<file path="src/rtl/hbf7_pkg.sv">
// Shared constants and types for the 7-tap half-band filter family
// (FIR, 2x interpolator, 2x decimator).
package hbf7_pkg;

    // Non-zero prototype taps: h = C0, 0, C2, C3, C2, 0, C0
    localparam int signed HB_C0 = -2;
    localparam int signed HB_C2 = 34;
    localparam int signed HB_C3 = 64;

    typedef enum logic [1:0] {
        IDLE,
        EVEN,
        ODD
    } hbf7_state_e;

endpackage

</file>
<file path="src/rtl/hbf7_tap_line.sv">
// Four-deep signed sample delay line; shifts only when en is high.
// xq[0] holds the newest sample.
module hbf7_tap_line #(
    parameter int unsigned DW = 8
) (
    input  logic                 clk,
    input  logic                 rst_n,
    input  logic                 en,
    input  logic signed [DW-1:0] din,
    output logic signed [DW-1:0] xq [4]
);

    always_ff @(posedge clk or negedge rst_n) begin
        if (!rst_n) begin
            for (int i = 0; i < 4; i++) begin
                xq[i] <= '0;
            end
        end else if (en) begin
            xq[0] <= din;
            for (int i = 1; i < 4; i++) begin
                xq[i] <= xq[i-1];
            end
        end
    end

endmodule

</file>
<file path="src/rtl/hbf7_interp2.sv">
// 2x half-band interpolator: one input sample in, an even then an odd output sample out.
// Polyphase: 4-tap even branch, single 64-weight odd branch.
module hbf7_interp2
    import hbf7_pkg::*;
#(
    parameter int unsigned DW    = 8,
    parameter int unsigned OW    = 16,
    parameter int unsigned SHIFT = 0
) (
    input  logic                 clk,
    input  logic                 rst_n,
    input  logic                 in_valid,
    output logic                 in_ready,
    input  logic signed [DW-1:0] in_data,
    output logic                 out_valid,
    input  logic                 out_ready,
    output logic signed [OW-1:0] out_data
);

    localparam int unsigned PW = DW + 8;

    hbf7_state_e         state;
    logic                accept;
    logic signed [DW-1:0] xq [4];
    logic signed [PW-1:0] p_new, p_x1, p_x2, p_x3, p_odd;
    logic signed [OW-1:0] even_sum, odd_sum, even_out, odd_out;
    logic                unused_x3;

    assign accept = in_valid & in_ready;

    always_comb begin
        in_ready = 1'b0;
        unique case (state)
            IDLE:    in_ready = 1'b1;
            EVEN:    in_ready = 1'b0;
            ODD:     in_ready = out_ready;
            default: in_ready = 1'b0;
        endcase
    end

    hbf7_tap_line #(
        .DW(DW)
    ) u_tap (
        .clk  (clk),
        .rst_n(rst_n),
        .en   (accept),
        .din  (in_data),
        .xq   (xq)
    );

    // Even sum is formed from the line as it will look after this accept:
    // in_data becomes x[n], xq[0..2] become x[n-1..n-3].
    assign p_new = PW'(HB_C0) * PW'(in_data);
    assign p_x1  = PW'(HB_C2) * PW'(xq[0]);
    assign p_x2  = PW'(HB_C2) * PW'(xq[1]);
    assign p_x3  = PW'(HB_C0) * PW'(xq[2]);
    assign even_sum = OW'(p_new) + OW'(p_x1) + OW'(p_x2) + OW'(p_x3);

    // Odd sample is loaded while in EVEN, after the shift, so xq[1] is x[n-1].
    assign p_odd   = PW'(HB_C3) * PW'(xq[1]);
    assign odd_sum = OW'(p_odd);

    assign even_out = even_sum >>> SHIFT;
    assign odd_out  = odd_sum >>> SHIFT;

    // Oldest tap is not needed by the interpolator phases.
    assign unused_x3 = ^xq[3];

    always_ff @(posedge clk or negedge rst_n) begin
        if (!rst_n) begin
            state     <= IDLE;
            out_valid <= 1'b0;
            out_data  <= '0;
        end else begin
            unique case (state)
                IDLE: begin
                    if (accept) begin
                        out_data  <= even_out;
                        out_valid <= 1'b1;
                        state     <= EVEN;
                    end
                end
                EVEN: begin
                    if (out_ready) begin
                        out_data <= odd_out;
                        state    <= ODD;
                    end
                end
                ODD: begin
                    if (out_ready) begin
                        if (accept) begin
                            out_data <= even_out;
                            state    <= EVEN;
                        end else begin
                            out_valid <= 1'b0;
                            state     <= IDLE;
                        end
                    end
                end
                default: begin
                    out_valid <= 1'b0;
                    state     <= IDLE;
                end
            endcase
        end
    end

endmodule

</file>
<file path="config.mk">
export PLATFORM = sky130hd
export DESIGN_NAME = hbf7_interp2
export DESIGN_NICKNAME = d
export VERILOG_FILES = /design/src/rtl/hbf7_pkg.sv /design/src/rtl/hbf7_tap_line.sv /design/src/rtl/hbf7_interp2.sv
export SDC_FILE = /design/constraint.sdc
export NUM_CORES = 1
export LEC_CHECK = 0
export BUFFER_PORTS_ARGS = -buffer_cell sky130_fd_sc_hd__buf_2
export CAP_MARGIN = 15
export CORE_ASPECT_RATIO = 0.75
export CORE_UTILIZATION = 40
export DETAILED_ROUTE_END_ITERATION = 8
export PLACE_DENSITY_LB_ADDON = 0.08
export SLEW_MARGIN = 5
export SYNTH_ARGS = -nofsm -noshare
export SYNTH_HDL_FRONTEND = slang
export SYNTH_HIERARCHICAL = 1
export SYNTH_SLANG_ARGS = --single-unit
</file>
<file path="constraint.sdc">
create_clock -name clk -period 4.9 [get_ports clk]
set_clock_uncertainty 0.1 [all_clocks]
set_input_delay 0.98 -clock clk [delete_from_list [all_inputs] [get_ports clk]]
set_output_delay 0.98 -clock clk [all_outputs]
set_load 0.02 [all_outputs]
</file>
Yosys cells after proc, flatten, opt, wreduce, memory -nomap -nowiden

Cells that the tools add are included.

Add/subtract/negate cells: 5
Multipliers: 2
Equal/unequal tests: 6
Mux-type cells: 14
Bitwise gates (word level): 2
Reductions and logical operators: 5

Operator list:

| kind                                                                   | count |
|---|---|
| 16-bit 2-to-1 mux                                                      | 3 |
| 16-bit one-hot mux with 3 select lines                                 | 1 |
| 16-bit by 15-bit adder with 16-bit output                              | 2 |
| 8-bit negator with 15-bit output                                       | 2 |
| 6-bit by 8-bit multiplier with 14-bit output (first input constant)    | 2 |
| 16-bit adder                                                           | 1 |
| 2-bit != test (second input constant)                                  | 4 |
| 2-bit 2-to-1 mux                                                       | 3 |
| 2-bit one-hot mux with 3 select lines                                  | 1 |
| 3-bit AND reduction                                                    | 2 |
| 1-bit 2-to-1 mux                                                       | 4 |
| 4-bit AND reduction                                                    | 1 |
| 1-bit one-hot mux with 3 select lines                                  | 1 |
| 3-bit nonzero test                                                     | 1 |
| 2-bit by 1-bit equality test with 1-bit output (second input constant) | 1 |
| 2-bit equality test (second input constant)                            | 1 |
| 2-bit logical NOT                                                      | 1 |
| 1-bit one-hot mux with 2 select lines                                  | 1 |
| 1-bit AND                                                              | 1 |
| 1-bit NOT                                                              | 1 |

Bits in registers: 43
Input port bits: 12
Output and inout bits: 18
Logic and storage cells: 40

Longest topological paths before layout

Depth after elaboration: 7
Gate-level depth with buffers: 20
Gate-level depth less buffers: 20

Hierarchy

Netlist, hierarchy kept.

By module, submodules not included:

| module        | times used | cells each | area an instance (um^2) | sequential area each (um^2) |
|---|---|---|---|---|
| hbf7_interp2  | 1          | 376        | 3294.4                  | 450.4 |
| hbf7_tap_line | 1          | 68         | 1345.0                  | 800.8 |

Worst setup path before layout

Ideal clock, no wire load.

Path type: reg2reg
Start: reg u_tap/xq[18] (netlist name)
End: reg out_data[15]
Library setup time: 0.080 ns
Arrival time: 4.516 ns
Data required time: 4.720 ns
Slack: 0.204 ns
Stages on the path, launching flop included: 21
Path buffers: 0
Clock period less this slack: 4.696 ns
Cells stage by stage: dfrtp_1 > ha_1 > ha_1 > ha_1 > fa_1 > a21o_1 > a21oi_1 > inv_1 > a21oi_1 > nor2_1 > nor2_1 > xnor2_1 > fa_1 > fa_1 > inv_1 > ha_1 > o21a_1 > nor2_1 > a31oi_1 > xnor3_1 > mux2i_1

Word-level cells in the longest chain between the ends: 6

RTL lines:

| element                                        | line                                   | RTL |
|---|---|---|
| start, declared                                | hbf7_tap_line.sv:10                    | `output logic signed [DW-1:0] xq [4]` |
| start signal, assigned by index                | hbf7_tap_line.sv:21                    | `xq[i] <= xq[i-1];` |
| 6-bit by 8-bit multiplier with 14-bit output * | hbf7_interp2.sv:55                     | `assign p_x2 = PW'(HB_C2) * PW'(xq[1]);` |
| 16-bit by 15-bit adder with 16-bit output *    | hbf7_interp2.sv:57                     | `assign even_sum = OW'(p_new) + OW'(p_x1) + OW'(p_x2) + OW'(p_x3);` |
| 16-bit adder *                                 | hbf7_interp2.sv:57                     |  |
| 16-bit 2-to-1 mux *                            | hbf7_interp2.sv:77, hbf7_interp2.sv:91 |  |
| 16-bit 2-to-1 mux                              | hbf7_interp2.sv:90                     | `if (out_ready) begin` |
| 16-bit one-hot mux with 3 select lines *       | hbf7_interp2.sv:75                     | `unique case (state)` |
| end signal, assigned                           | hbf7_interp2.sv:78                     | `out_data <= even_out;` |
| end signal, assigned                           | hbf7_interp2.sv:85                     | `out_data <= odd_out;` |
| end signal, assigned                           | hbf7_interp2.sv:92                     | `out_data <= even_out;` |
| end, declared                                  | hbf7_interp2.sv:17                     | `output logic signed [OW-1:0] out_data` |

Every way passes the cells marked *; elsewhere a longest branch is shown, timed or not. The select of a mux whose other input is x is not followed.
A chain may end at the register's enable or synchronous reset.

Worst setup path in the final report

Start: reg u_tap/xq[28] (netlist name)
End: reg out_data[14]

Word-level cells in the longest chain between the ends: 7

RTL lines:

| element                                                   | line                                   | RTL |
|---|---|---|
| 6-bit by 8-bit multiplier with 14-bit output *            | hbf7_interp2.sv:54                     | `assign p_x1 = PW'(HB_C2) * PW'(xq[0]);` |
| 16-bit by 15-bit adder with 16-bit output * (2 in series) | hbf7_interp2.sv:57                     |  |
| 16-bit adder *                                            | hbf7_interp2.sv:57                     |  |
| 16-bit 2-to-1 mux *                                       | hbf7_interp2.sv:77, hbf7_interp2.sv:91 |  |
| 16-bit 2-to-1 mux                                         | hbf7_interp2.sv:90                     |  |
| 16-bit one-hot mux with 3 select lines *                  | hbf7_interp2.sv:75                     |  |

Marks and branches as above.

==> impl_metrics.toml <==
[outcome]
status = "completed"

[hold_path]
worstHoldStart = "out_data[9]"
hold_class = "reg -> reg"
hold_depth = 2

[timing]
timing.setup.tns_ps = 0
post-route-period-util = 0.956
tightest_slew_ps = 608
setup-violations-final = 0
slew_headroom = 0.593
fmax_ghz = 0.214
min_period_ps = 4680
final_hold_viol_count = 0
maxSlewViolCount = 0

[floorplan]
dieArea_sq_um = 11200
fp-row-count = 32
ios = 30
initial_core_util = 0.415
die_width_um = 122
coreArea_sq_um = 10400
die_h_um = 92.0

[clocking]
cts.path.max_buffers = 2
clkSlewWorstSetupHoldPaths_ps = 70
cts_made_buffers = 5
cts.sinks = 42
clk-insertion-delay-late_ps = 300
root_buffer = "clkbuf_16"
cts_htree_levels = 2
cts_tree = "yes"

[synth]
syn_avg_cell_area_sq_um = 10.1
synthCells = 428
yosys_warnings = 6
synth_area_sq_um = 4320
synth_fp_nets = 526

[setup_path]
max_stage_delay_ps = 540
crit_start = "u_tap/xq[28]"
cp.arrival_ps = 4760
rr_worst_depth = 19
cpMaxStageDelayCell = "fa_1"
path_max_fanout = 4
required_ps = 4980
crit_chain = "ha_1 -> ha_1 -> ha_1 -> nor2b_2 -> o21a_1 -> o21a_1 -> nor2_1 -> xnor2_1 -> fa_1 -> inv_1 -> fa_1 -> inv_1 -> ha_4 -> o21a_1 -> o21ai_2 -> inv_1 -> a21oi_2 -> xnor2_1 -> o221a_2"
r2r-start = "u_tap/xq[28]"
criticalPathCategory = "reg -> reg"
start_kind = "register"
end_kind = "register"

[detailed_routing]
first_iter_violations = 107
wirelength_um = 9830
drc = 0
routed_via_density = 4.93
ant_nets = 0
dr.pass1.iters = 4
wl_per_cell_um = 15.7
num_vias = 3082

[global_route]
grt_pass1_vias = 3253
track_usage = 0.196
grt_max_degree = 43
grt-ovfl-total = 0
grt_pass1_wl_um = 16600
antenna_found_initial = 0

[place]
gp_congestion = 0.744
dp_hpwl_um = 7800
io_buffer_count = 28
dp.cells = 613

[job]
maxCapViolations = 0

[layout]
diodes = 0
fill_cells = 1019
fin_cells = 625
nets = 586
final_common_cell = "inv_1"
drive_gt1_frac = 0.252
layout_common_cells = "inv_1 (68), ha_1 (48), dfrtp_1 (41)"
syn2layout_area_growth_pct = 17.3
per-layer routing:
| layer | global-route usage | vias up | wire length, um |
|---|---|---|---|
| li1 | - | 1537 | - |
| met1 | 0.289 | 1510 | 5310 |
| met2 | 0.293 | 25 | 4220 |
| met3 | 0.0292 | 10 | 155 |
| met4 | 0.0566 | 0 | 138 |
| met5 | 0 | - | 0 |
flip-flops by register name, indices dropped and copies added, names as in the netlist:
| signal | cells |
|---|---|
| state | 2 |
| out_valid | 1 |
| u_tap/xq | 24 |
| out_data | 15 |
worst max-delay path: cells and delay by family, from the launching register on:
| kind | cells | cell delay, ps |
|---|---|---|
| xor+xnor | 2 | 170 |
| flops | 1 | 450 |
| fa+ha+maj | 6 | 2260 |
| compound gates | 6 | 1100 |
| simple gates | 2 | 280 |
| buf+inv | 3 | 210 |
worst paths after layout:
kind | end | slack [ps]
worst max-delay path | out_data[14] | 220
min in group asynchronous | u_tap/xq[17] | 500
max in group asynchronous | out_data[9] | 3690
worst max register to register | out_data[14] | 220
worst min register to register | out_data[9] | 400
worst min-delay path | out_data[9] | 400
per-stage QoR:
stage / instance area [sq um] / setup slack [ps] / util / hold slack (ps)
6_report: 5060 / 218 / 0.487 / 399
5_1_grt: 5060 / -7.29 / 0.487 / 429
4_1_cts: 4920 / 46.1 / 0.472 / 399
3_5_place_dp: 4760 / -125 / 0.457 / 386
3_3_place_gp: 4760 / -38.1 / 0.457 / 379
2_1_floorplan: 4320 / 204 / - / 382
final cells by class:
cell class | count | area (sq um) | share of cell area
well taps | 136 | 170 | 0.0336
flip-flops and latches | 42 | 1050 | 0.208
clock buffers | 6 | 129 | 0.0254
inverters | 69 | 259 | 0.0511
clock inverters | 2 | 13.8 | 0.00272
multi-input cells | 308 | 3030 | 0.599
repair buffers | 62 | 408 | 0.0805
what timing repair did:
item / CTS / global route
endpoints found under the setup margin: 2 / 2
hold endpoints to repair: 0 / 0
pin swaps: 3 / 13
gates resized for setup: 5 / 18
setup buffers: 0 / 3
hold buffers: 0 / 0
Power is not shown: default switching activity piles up to over one toggle a cycle in this logic, so the estimate is an artifact.
